$ cat config.mk
export PLATFORM = sky130hd
export DESIGN_NAME = fios_operand_server
export DESIGN_NICKNAME = d
export VERILOG_FILES = /design/src/rtl/fios_operand_server.sv
export SDC_FILE = /design/constraint.sdc
export NUM_CORES = 1
export LEC_CHECK = 0
export CAP_MARGIN = 15
export CORE_MARGIN = 1.5
export CORE_UTILIZATION = 42
export DETAILED_ROUTE_END_ITERATION = 7
export GPL_TIMING_DRIVEN = 1
export PLACE_DENSITY = 0.67
export SETUP_SLACK_MARGIN = 0.5
export SYNTH_ARGS = -nofsm -noshare
export SYNTH_HDL_FRONTEND = slang
export SYNTH_SLANG_ARGS = --single-unit
$ cat constraint.sdc
create_clock -name clock_i -period 2.4 [get_ports clock_i]
set_input_delay 0.36 -clock clock_i [delete_from_list [all_inputs] [get_ports clock_i]]
set_output_delay 0.36 -clock clock_i [all_outputs]
set_load 0.01 [all_outputs]
$ cat src/rtl/fios_operand_server.sv
// -----------------------------------------------------------------------------
// fios_operand_server
//
// Operand/result buffer for a word-serial FIOS Montgomery multiplier. The host
// loads operands A, B and modulus P (s words of 17 bits each) and starts an
// operation with go_i. The multiplier then consumes these operands:
//   - A as a sliding window of PE_NB words,
//   - B and P one word per fetch.
// It streams result words back into R. The host reads R through a port with
// one cycle of latency.
//
// Configuration macro: FIOS_SERVER_OVF_CHECK_EN
//   defined   : a result push beyond s words is dropped and sets a sticky err_o
//   undefined : err_o is tied 0; the result pointer wraps, so an extra push
//               overwrites R[0]
//
// Ports
//   clock_i, reset_i          clock; asynchronous active-high reset
//   wr_en_i/sel/addr/data     host operand write (sel 0=A 1=B 2=P 3=none),
//                             dropped while busy
//   go_i                      start one multiplication (sampled in IDLE only)
//   start_o                   one-cycle start pulse to the multiplier
//   a_o                       current A window, word k at [17k+16:17k]
//   a_shift_i                 advance the A window by PE_NB words
//   b_fetch_i, p_fetch_i      request the next B / P word
//   b_o, p_o                  fetched B / P words, registered
//   RES_push_i, RES_i         result word strobe and data
//   done_i                    multiplier completion pulse
//   rd_addr_i, rd_data_o      host result read, 1-cycle latency
//   busy_o, res_valid_o       status flags
//   err_o                     overflow error flag
// -----------------------------------------------------------------------------
module fios_operand_server #(
    parameter int s     = 8,
    parameter int PE_NB = 8
) (
    input  logic                  clock_i,
    input  logic                  reset_i,
    input  logic                  wr_en_i,
    input  logic [1:0]            wr_sel_i,
    input  logic [$clog2(s)-1:0]  wr_addr_i,
    input  logic [16:0]           wr_data_i,
    input  logic                  go_i,
    output logic                  start_o,
    output logic [PE_NB*17-1:0]   a_o,
    input  logic                  a_shift_i,
    input  logic                  b_fetch_i,
    input  logic                  p_fetch_i,
    output logic [16:0]           b_o,
    output logic [16:0]           p_o,
    input  logic                  RES_push_i,
    input  logic [16:0]           RES_i,
    input  logic                  done_i,
    input  logic [$clog2(s)-1:0]  rd_addr_i,
    output logic [16:0]           rd_data_o,
    output logic                  busy_o,
    output logic                  res_valid_o,
    output logic                  err_o
);

    localparam int AW  = $clog2(s);
    // The window base must be able to reach past s without wrapping.
    localparam int ABW = $clog2(s + 2 * PE_NB) + 1;
    // The result pointer must be able to hold the value s.
    localparam int RW  = $clog2(s + 1);

    localparam logic [ABW-1:0] S_A    = ABW'(s);
    localparam logic [ABW-1:0] PE_A   = ABW'(PE_NB);
    localparam logic [AW-1:0]  S_LAST = AW'(s - 1);
`ifdef FIOS_SERVER_OVF_CHECK_EN
    localparam logic [RW-1:0]  S_R    = RW'(s);
`else
    localparam logic [RW-1:0]  S_R_LAST = RW'(s - 1);
`endif

    typedef enum logic [1:0] {IDLE, START, RUN, FIN} state_t;

    state_t             state_q, state_d;
    logic [ABW-1:0]     a_base_q, a_base_d;
    logic [AW-1:0]      b_ptr_q, b_ptr_d;
    logic [AW-1:0]      p_ptr_q, p_ptr_d;
    logic [RW-1:0]      r_ptr_q, r_ptr_d;
    logic [16:0]        b_q, b_d;
    logic [16:0]        p_q, p_d;
    logic [16:0]        rd_q, rd_d;
    logic               res_valid_q, res_valid_d;
    logic               r_wr;
    logic [AW-1:0]      r_widx;

    // Buffer storage is deliberately left out of reset.
    logic [16:0] a_mem_q [s];
    logic [16:0] b_mem_q [s];
    logic [16:0] p_mem_q [s];
    logic [16:0] r_mem_q [s];

    // -------------------------------------------------------------------------
    // Control state register
    // -------------------------------------------------------------------------
    always_ff @(posedge clock_i or posedge reset_i) begin
        if (reset_i) begin
            state_q     <= IDLE;
            a_base_q    <= '0;
            b_ptr_q     <= '0;
            p_ptr_q     <= '0;
            r_ptr_q     <= '0;
            b_q         <= '0;
            p_q         <= '0;
            rd_q        <= '0;
            res_valid_q <= 1'b0;
        end else begin
            state_q     <= state_d;
            a_base_q    <= a_base_d;
            b_ptr_q     <= b_ptr_d;
            p_ptr_q     <= p_ptr_d;
            r_ptr_q     <= r_ptr_d;
            b_q         <= b_d;
            p_q         <= p_d;
            rd_q        <= rd_d;
            res_valid_q <= res_valid_d;
        end
    end

    // -------------------------------------------------------------------------
    // Next-state and datapath control
    // -------------------------------------------------------------------------
    always_comb begin
        state_d     = state_q;
        a_base_d    = a_base_q;
        b_ptr_d     = b_ptr_q;
        p_ptr_d     = p_ptr_q;
        r_ptr_d     = r_ptr_q;
        b_d         = b_q;
        p_d         = p_q;
        res_valid_d = res_valid_q;
        r_wr        = 1'b0;
        r_widx      = r_ptr_q[AW-1:0];
        rd_d        = r_mem_q[rd_addr_i];

        case (state_q)
            IDLE: begin
                if (go_i) state_d = START;
            end
            START: begin
                state_d     = RUN;
                a_base_d    = '0;
                b_ptr_d     = '0;
                p_ptr_d     = '0;
                r_ptr_d     = '0;
                res_valid_d = 1'b0;
            end
            RUN: begin
                // Once the window is fully past the operand, it stays there.
                // This keeps the base bounded, so it never wraps back.
                if (a_shift_i && (a_base_q < S_A)) a_base_d = a_base_q + PE_A;
                if (b_fetch_i) begin
                    b_d     = b_mem_q[b_ptr_q];
                    b_ptr_d = (b_ptr_q == S_LAST) ? '0 : b_ptr_q + 1'b1;
                end
                if (p_fetch_i) begin
                    p_d     = p_mem_q[p_ptr_q];
                    p_ptr_d = (p_ptr_q == S_LAST) ? '0 : p_ptr_q + 1'b1;
                end
                if (RES_push_i) begin
`ifdef FIOS_SERVER_OVF_CHECK_EN
                    if (r_ptr_q < S_R) begin
                        r_wr    = 1'b1;
                        r_ptr_d = r_ptr_q + 1'b1;
                    end
`else
                    r_wr    = 1'b1;
                    r_ptr_d = (r_ptr_q == S_R_LAST) ? '0 : r_ptr_q + 1'b1;
`endif
                end
                if (done_i) state_d = FIN;
            end
            FIN: begin
                res_valid_d = 1'b1;
                state_d     = IDLE;
            end
            default: state_d = IDLE;
        endcase
    end

    // -------------------------------------------------------------------------
    // Overflow flag
    // -------------------------------------------------------------------------
`ifdef FIOS_SERVER_OVF_CHECK_EN
    logic err_q;
    always_ff @(posedge clock_i or posedge reset_i) begin
        if (reset_i)
            err_q <= 1'b0;
        else if (state_q == START)
            err_q <= 1'b0;
        else if ((state_q == RUN) && RES_push_i && !(r_ptr_q < S_R))
            err_q <= 1'b1;
    end
    assign err_o = err_q;
`else
    assign err_o = 1'b0;
`endif

    // -------------------------------------------------------------------------
    // Buffer writes: host operands while idle, results from the multiplier
    // -------------------------------------------------------------------------
    always_ff @(posedge clock_i) begin
        if (wr_en_i && !busy_o) begin
            case (wr_sel_i)
                2'd0:    a_mem_q[wr_addr_i] <= wr_data_i;
                2'd1:    b_mem_q[wr_addr_i] <= wr_data_i;
                2'd2:    p_mem_q[wr_addr_i] <= wr_data_i;
                default: ;
            endcase
        end
        if (r_wr) r_mem_q[r_widx] <= RES_i;
    end

    // -------------------------------------------------------------------------
    // A window: words past the end of the operand read as zero
    // -------------------------------------------------------------------------
    logic [ABW-1:0] a_idx;
    always_comb begin
        a_o   = '0;
        a_idx = '0;
        for (int k = 0; k < PE_NB; k++) begin
            a_idx = a_base_q + ABW'(k);
            if (a_idx < S_A) a_o[17*k +: 17] = a_mem_q[a_idx[AW-1:0]];
        end
    end

    assign start_o     = (state_q == START);
    assign busy_o      = (state_q != IDLE);
    assign res_valid_o = res_valid_q;
    assign b_o         = b_q;
    assign p_o         = p_q;
    assign rd_data_o   = rd_q;

endmodule

==> results.md <==
- Final Max Slew Viols: 0
- Post-Syn Instances: 1,258
- Cells along the critical path: nor3_4, buf_6, buf_6, buf_6, buf_12, buf_16, buf_6, and2_4, buf_6
- CTS tree: built
- Max incr delay on CP: 0.41 ns
- CP arrival: 2.19 ns
- Worst hold path class: primary input to asynchronous set/reset pin
- Worst hold slack: 0.189 ns
- Crit-path most repeated cell: buf_6
- Placed Cells: 2,254
- Fillcell total: 3,993
- Tcrit/Tclk final: 1.06
- Largest net degree at the start of global routing: 69
- Slowest library cell on the worst path: dfrtp_1
- H-tree levels: 3
- Ports: 242
- Clock transition at the registers of the reported paths: 0.06 ns
- Post-synthesis sequential area ratio: 0.773
- Setup crit end kind: output pin
- Number of synthesized register bits: 611
- Leakage: 11.5 nW
- Core area: 55,000 um2
- Share of the synthesized area in the top cell type: 0.701
- Drt pass-1 iters: 5
- Post-synth EDFFs: about 540
- Startpoint type of the worst setup path: register
- Gr usage total: 0.199
- Yosys top cell by area: edfxtp_1
- Vias: approximately 13,000
- Post-synth top flop: edfxtp_1
- Drt drc: 0
- RSZ-0062 raised after global routing: true
- Post-DR wirelength/cell: 24.7 um
- Yosys cell types: 40
- Total die area: 56,900 um2
- YS warnings: 0
- Nets: 1,721
- WP data required: 2.04 ns
- Iteration-0 DRC Markers: 1,076
- Worst vdd ir: 0.00107 V
- Final design utilization: 0.572
- Fmax: a little under 0.4 GHz
- Synthesized Nets: 1,319
- IO Port Bufs: 240
- Clock root cell: clkbuf_16
- Clock Path Buffers: 3
- Top cells by area, synth: edfxtp_1 70%, dfrtp_1 7.2%, mux2_2 4.2%, and2_1 3.7%, mux2i_1 3.0%
- TritonCTS Sinks: 611
- Post-DP HPWL: 31.5 mm
- Vias per inst: 5.38
- Synthesized area per cell: 18.5 um2
- Failing checks: setup timing
- First-pass GRT wire length: 83.3 mm
- Vias in the first global route: 13,100
- Cell family with most CP delay: buffers and inverters
- Pwr per Cell Area: around 1200 nW/um2
- Crit path time final: 2.55 ns
- CP Class: register to output pin
- Setup-failing EPs final: 82
- Buf/Inv on CP: 7
- Clk_skew: 0.0458 ns
- Finished Layout Cells: ~2,500
- Total grt overflow: 0
- Final Hold Violating Endpoints: 0
- Core Rows: 86
- Mapped Area: 23,300 um2
- Worst Tran Pin Value: 0.724 ns
- Initial core utilization: 0.424
- Die H: 239 um
- Status: finished with violations
- Layout cells sized above 1: 0.381
- CP Max Fanout: 6
- Antenna-violating nets left: 0
- Die Wd: 239 um
- Routability cong.: 0.773
- Max-slew headroom: 0.516
- Area grow syn2layout: 34.9%
- Clock Latency Late Sink: 0.61 ns
- MaxCap Viol Count: 0
- Final wirelength: 60.9 mm
- Post-CTS Hold Fix Bufs: 0
- Initial antenna violation count: 4
- Worst Slack Setup Final: -0.153 ns
- Ys async rst share: 0.110
- Number of CTS-inserted buffers: 66
==> sequential cells by signal, indices dropped and copies added (netlist names) <==
| register | count |
|---|---|
| a_base_q | 3 |
| a_mem_q | 136 |
| b_mem_q | 136 |
| b_o | 17 |
| b_ptr_q | 3 |
| p_mem_q | 136 |
| p_o | 17 |
| p_ptr_q | 3 |
| r_mem_q | 136 |
| r_ptr_q | 4 |
| rd_data_o | 17 |
| res_valid_o | 1 |
| state_q | 2 |
==> cells in the mapped netlist, types with 2 or more instances <==
master / instances
nand3_1: 5
o22ai_1: 36
and2_1: 136
mux4_1: 24
mux2_2: 86
a22o_1: 36
nor2_1: 36
or3_1: 2
a21o_1: 2
nor3_1: 5
o31ai_1: 35
a31o_2: 3
dfrtp_1: 67
mux2i_1: 71
o21ai_0: 2
buf_4: 7
buf_6: 4
ha_1: 10
nor2b_1: 2
mux4_2: 10
buf_2: 17
o22a_1: 2
and3_1: 2
nand3b_1: 5
nand4b_1: 2
edfxtp_1: 544
nand2b_1: 7
nand2_1: 48
inv_1: 6
clkbuf_1: 36
==> path summary, 6_finish.rpt <==
check	from	end	slack, ns	cells past startpoint
setup / recovery	a_base_q[5]$_DFFE_PP0P_	a_o[29]	-0.15	9
hold / removal	reset_i	rd_data_o[9]$_DFF_PP0_	0.19	3
setup reg to reg	state_q[1]$_DFFE_PP0P_	a_mem_q[2][0]$_DFFE_PP_	0.35	8
hold reg to reg	p_o[1]$_DFFE_PP0P_	p_o[1]$_DFFE_PP0P_	0.48	2
max in group asynchronous	reset_i	state_q[0]$_DFFE_PP0P_	1.85	3
min in group clock_i	p_o[1]$_DFFE_PP0P_	p_o[1]$_DFFE_PP0P_	0.48	2
==> routing by layer <==
layer | track usage | wire length (um) | vias to the layer above
met5 | 0 | 25 | -
met4 | 0.0648 | 1860 | 4
met3 | 0.0539 | 5080 | 123
met2 | 0.312 | 29500 | 586
met1 | 0.271 | 24400 | 6824
li1 | - | - | 5698
==> where the power goes <==
group	total, mW	switching, mW	internal [mW]
combinational	14.1	6.01	8.13
sequential	12.7	0.479	12.2
clock	9.84	4.19	5.65
total	36.7	10.7	26.0
==> cells by family (layout without fill, tap and decap cells) <==
group | count (synthesis) | in the layout | share of synthesized area
and+or+nand+nor | 253 | 253 | 0.0591
muxes | 191 | 191 | 0.109
buffers and inverters | 72 | 526 | 0.0150
xor gates and xnor gates | 1 | 1 | 0.000376
other | 1 | 2 | 0.000161
AOI/OAI and AO/OA | 119 | 119 | 0.0384
adders and majority gates | 10 | 10 | 0.00537
DFF | 611 | 611 | 0.773
==> cells in the final DEF, fill, tap and decap left out, types with 8 or more instances in the layout <==
cell type / Yosys / routed
nor2_4: 0 / 8
nor2_1: 36 / 24
buf_8: 0 / 9
clkinv_2: 0 / 10
buf_12: 0 / 47
dfrtp_1: 67 / 64
a22o_1: 36 / 36
buf_16: 0 / 15
edfxtp_1: 544 / 544
mux4_2: 10 / 10
buf_6: 4 / 158
buf_4: 7 / 58
clkbuf_16: 0 / 75
ha_1: 10 / 8
mux2i_1: 71 / 71
o31ai_1: 35 / 35
o22ai_1: 36 / 36
and2_4: 0 / 132
clkinv_1: 0 / 8
mux2_2: 86 / 86
nand2_1: 48 / 47
dlymetal6s2s_1: 0 / 11
clkdlybuf4s50_1: 0 / 90
mux4_1: 24 / 24
clkbuf_1: 36 / 18
==> layout make-up <==
class	instances	area [um2]	share of cell area
Antenna cell	1	2.50	0.0000796
Multi-Input combinational cell	575	5430	0.173
Inverter	6	31.3	0.000995
Timing Repair Buffer	400	4940	0.157
Sequential cell	611	18000	0.573
Clock inverter	32	294	0.00935
Clock buffer	88	1800	0.0571
Tap cell	748	936	0.0298
==> through the flow <==
stage | total power, mW | setup slack (ns) | area [um2] | TNS [ns]
finish | 36.7 | -0.153 | 31400 | -5.34
global route | 37.9 | -0.199 | 31400 | -10.38
CTS | 33.9 | -0.165 | 30300 | -6.91
detailed placement | 21.3 | 0.112 | 27400 | 0
global placement | 21.2 | 0.147 | 27400 | 0
floorplan | 17.1 | 0.274 | 23400 | 0
==> worst register-to-register path: stages (launching register included) <==
cell     delay [ns]
dfrtp_1        0.41
inv_2          0.10
ha_4           0.20
nand2_2        0.07
or3_4          0.36
buf_12         0.16
buf_12         0.13
nor2_4         0.13
buf_12         0.19
==> repair_timing <==
item	CTS	global route
endpoints found under the setup margin	568	667
cloned	14	9
gates resized for setup	648	282
pin swaps	27	82
setup buffers	31	32
(Power assumes the default switching activity.)
==> edit 1 (same flow settings) <==
Register the input `wr_data_i` before use. The logic sees it one clock later. The other inputs are not delayed to match.
--- a/src/rtl/fios_operand_server.sv
+++ b/src/rtl/fios_operand_server.sv
@@ -76,4 +76,10 @@
     typedef enum logic [1:0] {IDLE, START, RUN, FIN} state_t;
 
+    logic [16:0] wr_data_q;
+
+    always_ff @(posedge clock_i) begin
+        wr_data_q <= wr_data_i;
+    end
+
     state_t             state_q, state_d;
     logic [ABW-1:0]     a_base_q, a_base_d;
@@ -206,7 +212,7 @@
         if (wr_en_i && !busy_o) begin
             case (wr_sel_i)
-                2'd0:    a_mem_q[wr_addr_i] <= wr_data_i;
-                2'd1:    b_mem_q[wr_addr_i] <= wr_data_i;
-                2'd2:    p_mem_q[wr_addr_i] <= wr_data_i;
+                2'd0:    a_mem_q[wr_addr_i] <= wr_data_q;
+                2'd1:    b_mem_q[wr_addr_i] <= wr_data_q;
+                2'd2:    p_mem_q[wr_addr_i] <= wr_data_q;
                 default: ;
             endcase
Formal check against the unedited RTL: not equivalent (a bounded check fails within 4 cycles, from zero or initial values and one cycle with reset_i high).
==> edit 1 against the original RTL <==
Synthesized area up 1.3%. Sequential cell count grew 17. Via count shrank 5.1%. Routed wire length decreased by 9.2%. Cell area shrank 2.0%. Worst setup slack improved by 0.17 ns. Power shrank 6.4%. Highest routed layer unchanged.
==> edit 1: results (changes against the original RTL) <==
outcome:
  status: "finished clean"
synthesis:
  yosys_warnings: 0  # unchanged
  synth-compound-area-share_pct: 3.756  # -0.083 points
  synth-xor-area-share_pct: 0  # -0.038 points
  synth.distinct_cells: 40  # unchanged
  synthTopCellsByArea: "edfxtp_1 69%, dfrtp_1 7.1%, mux2_2 4.2%, and2_1 3.6%, mux2i_1 3.0%"
  synthMuxAreaShare_pct: 10.88  # about the same
  synth_common_cells: "544 x edfxtp_1, 136 x and2_1, 89 x mux2_2"
  avgSynthCellArea_um2: 18.67  # +0.79%
  synth_fa_ha_area_share_pct: 0.5297  # -0.0071 points
  ys_seq_area_share_pct: 77.70  # +0.41 points
  ys_ff_latch: 628  # +2.8%
  async_flop_share_pct: 10.67  # -0.30 points
  syn_nets: 1326  # +0.53%
routing:
  wl_met2_mm: 26.67  # -9.7%
  met3WireLength_mm: 4.630  # -8.9%
  wl_met1_mm: 22.51  # -7.6%
  dr.pass1.iters: 5  # unchanged
  via_per_inst: 5.192  # -3.5%
  initialDrtViolationCount: 882  # -18%
  routed_wl_mm: 55.29  # -9.2%
grt:
  grtUsageMet2_pct: 29.55  # -1.6 points
  grt_max_degree: 68  # -1.4%
  grt_pass1_vias: 12833  # -2.3%
  track_usage_pct: 18.80  # -1.1 points
  grt_first_pass_wirelength_mm: 79.49  # -4.5%
  antenna_found_initial: 3  # -1
  grt_use_met1_pct: 24.67  # -2.4 points
  grt.met3_usage_pct: 6.039  # +0.65 points
power_and_ir_drop:
  power.leakage_uw: 0.01125  # -2.1%
  peakVddDrop_mv: 0.8189  # -24%
finish:
  multi_input_area_share_pct: 17.21  # -0.049 points
  sh_seq_area_pct: 59.54  # +2.3 points
  n_fill_cell: 4210  # +5.4%
  clk_share_pct: 7.330  # +0.68 points
  areaGrowthSynthToFinish_pct: 30.51
  num-multi-input-gates: 567  # -1.4%
  nonClkBufAreaFrac_pct: 12.79  # -2.9 points
  fin_cells: 2420  # -1.7%
  drive_gt1_share_pct: 32.66  # -5.5 points
  n_all_buffers: 348  # -13%
  fin_nets: 1679  # -2.4%
  n_clock_buffer: 94  # +6.8%
  antenna_cells: 0  # -1
cts:
  cts_buffers: 67  # +1.5%
  cts_setup_buffers: 11  # -65%
  htreeDepth: 3  # unchanged
  ctsResizeCount: 542  # -16%
critical_path:
  critPathArrivalTime_ns: 2.03  # -0.16 ns
  crit_fanout: 14  # +8
place:
  placed_cells: 2262  # +0.35%
  gp_congestion: 0.7556  # -2.3%
  hpwl_mm: 32.09  # +1.9%
  numPortBuffers: 240  # unchanged
  postPlaceCellArea_mm2: 0.02788  # +1.7%
  place_ws_ns: 0.1454  # +0.03364 ns
sta:
  clock_skew_ns: 0.02862  # -0.01718 ns
  slew-limit-headroom_pct: 41.53  # -10 points
floorplanning:
  die_area_mm2: 0.05767  # +1.3%
hold_path:
  hp-class: "input port to flop"
## edit 1: cell types whose count changed after synthesis, moves of 3 or more
cell      change
clkbuf_1      -3
mux2_2        +3
nand3_1       -3
dfxtp_1      +17
buf_2         -3
a31o_2        -3
## edit 1: final timing paths
check | startpoint | end | slack (ns) | cells past startpoint
max | a_base_q[5] | a_o[29] | 0.01 | 6
min | wr_data_i[5] | wr_data_q[5] | 0.20 | 1
max reg2reg | state_q[0] | a_mem_q[7][14] | 0.40 | 7
min reg2reg | wr_data_q[14] | a_mem_q[6][14] | 0.43 | 0
max in group asynchronous | reset_i | p_o[7] | 1.67 | 3
min in group asynchronous | reset_i | res_valid_o | 0.22 | 2
## edit 1: where the power goes
group	total, uW	internal (uW)	switching, uW
combinational	10800	5810	5010
clock	10400	6320	4120
sequential	13100	12500	549
## edit 1: critical path, cell delays in order, from the launching register on
cell	delay, ns
dfrtp_1	0.41
nor3_4	0.26
buf_12	0.18
buf_4	0.15
clkbuf_16	0.16
and2_1	0.13
buf_2	0.14
==> edit 2 (config.mk and constraints unchanged) <==
Without the edit above. Build with the macro `FIOS_SERVER_OVF_CHECK_EN` defined.
--- a/src/rtl/fios_operand_server.sv
+++ b/src/rtl/fios_operand_server.sv
@@ -31,4 +31,6 @@
 //   err_o                     overflow error flag
 // -----------------------------------------------------------------------------
+`define FIOS_SERVER_OVF_CHECK_EN
+
 module fios_operand_server #(
     parameter int s     = 8,
Function: not settled (the Yosys comparison gave no result); the edit may change what the design does.
==> edit 2 against the original RTL <==
The run still ends with negative setup slack left. Sequential cell count grew 1. Worst setup slack lost 0.10 ns. Critical path depth shrank 1. Synthesized cell count shrank 0.24%. Clock skew grew 0.0062 ns. Power shrank 4.5%. Synthesized area is essentially flat. Routed wire length grew 1.2%. Cell area grew 1.8%. Largest power group is now registers.
==> edit 2: results (changes against the original RTL) <==
grt:
  grt_first_pass_wirelength_mm: 83.84  # +0.67%
  grt_pass1_vias: 13240  # +0.83%
  grt_max_degree: 71  # +2.9%
  antenna_found_initial: 1  # -3
cts:
  htreeDepth: 2  # -1
  clock_latency_ns: 0.66  # +0.05 ns
  cts_buffer_depth: 3  # unchanged
synthesis:
  synth_common_cells: "544 x edfxtp_1, 136 x and2_1, 87 x mux2_2"
  ys_seq_area_share_pct: 77.34  # about the same
  synthTopCellsByArea: "edfxtp_1 70%, dfrtp_1 7.3%, mux2_2 4.2%, and2_1 3.6%, mux2i_1 3.0%"
  synth-compound-area-share_pct: 3.900  # +0.062 points
  ys.flop_type: "edfxtp_1"
  syn_nets: 1317  # -0.15%
  synthMuxAreaShare_pct: 10.92  # +0.041 points
  avgSynthCellArea_um2: 18.58  # +0.30%
  synth.distinct_cells: 39  # -2.5%
  async_flop_share_pct: 11.11  # +0.15 points
  synth_fa_ha_area_share_pct: 0.5902  # +0.053 points
finish:
  fin_nets: 1733  # +0.70%
  fin_cells: 2471  # +0.41%
  drive_gt1_share_pct: 40.10  # +2.0 points
  antenna_cells: 0  # -1
routing:
  met3WireLength_mm: 5.370  # +5.7%
  avgRoutedWirePerCell_um: 24.93  # +0.79%
  initialDrtViolationCount: 1009  # -6.2%
  wl_met1_mm: 24.12  # -1.0%
  dr.pass1.iters: 5  # unchanged
  via_per_inst: 5.295  # -1.5%
  wl_met2_mm: 29.85  # +1.0%
critical_path:
  reg2reg_depth: 9  # +1
  crit_family: "buffers and inverters"
  cpPeakStageDelay_ns: 0.43  # +0.02 ns
  crit_fanout: 7  # +1
  critPathArrivalTime_ns: 2.29  # +0.10 ns
sta:
  setup-tns-final_ns: -13.51  # -8.164 ns
  setup_viol: 120  # +46%
  fin_ws_ns: -0.2539  # -0.1012 ns
  slew-limit-headroom_pct: 51.93  # +0.31 points
place:
  numPortBuffers: 241  # +0.42%
  gp_congestion: 0.7630  # -1.3%
  place_ws_ns: 0.2042  # +0.09250 ns
  placed_cells: 2255  # +0.044%
  postPlaceCellArea_mm2: 0.02760  # +0.69%
outcome:
  status: "finished, violations left"
  violations: "negative setup slack"
power_and_ir_drop:
  peakVddDrop_mv: 1.108  # +3.2%
  power.leakage_uw: 0.01178  # +2.5%
## edit 2: cell types whose count changed in the layout (fill, tap and decap cells not counted), moves of 8 or more
cell,delta
dlygate4sd2_1,+18
nor2_1,-17
buf_6,+13
bufinv_16,+10
nor2_4,+10
nor2_2,+8
clkdlybuf4s50_1,-22
## edit 2: power by group
group          total, uW  switching (uW)  internal [uW]
clock              10500            4150           6330
sequential         12500             349          12100
combinational      12100            5260           6790
total              35000            9750          25300
## edit 2: final cells by class
class / count / area (um2)
inverter: 10 / 43.79
timing repair buffer: 416 / 5226
tap: 748 / 935.9
sequential: 612 / 18040
fill: 3930 / 22980
multi-input combinational: 570 / 5529
clock inverter: 34 / 559.3
clock buffer: 81 / 1672
## edit 2: worst min-delay path: stages
cell,delay (ns)
clkdlybuf4s50_1,0.44
clkinvlp_4,0.10
buf_12,0.31
## edit 2: timing repair
| item | 4_1_cts | 5_1_grt |
|---|---|---|
| setup endpoints to repair | 348 | 513 |
| cloned | 15 | 13 |
| gates resized for setup | 622 | 331 |
| pin swaps | 16 | 108 |
| setup buffers | 38 | 34 |
## edit 2: final timing paths
kind / startpoint / endpoint / slack [ns]
min: reset_i / rd_data_o[7] / 0.19
min reg2reg: p_o[7] / p_o[7] / 0.47
max reg2reg: state_q[0] / a_mem_q[0][16] / 0.36
max in group asynchronous: reset_i / b_ptr_q[0] / 1.79
min in group clock_i: b_fetch_i / b_ptr_q[2] / 0.45
max: a_base_q[3] / a_o[13] / -0.25
## edit 2: metal layers
metal / up-vias / global-route usage, %
met1: 6627 / 26.30
met4: 2 / 7.020
met3: 131 / 5.000
li1: 5721 / -
met2: 603 / 32.26
met5: - / 0
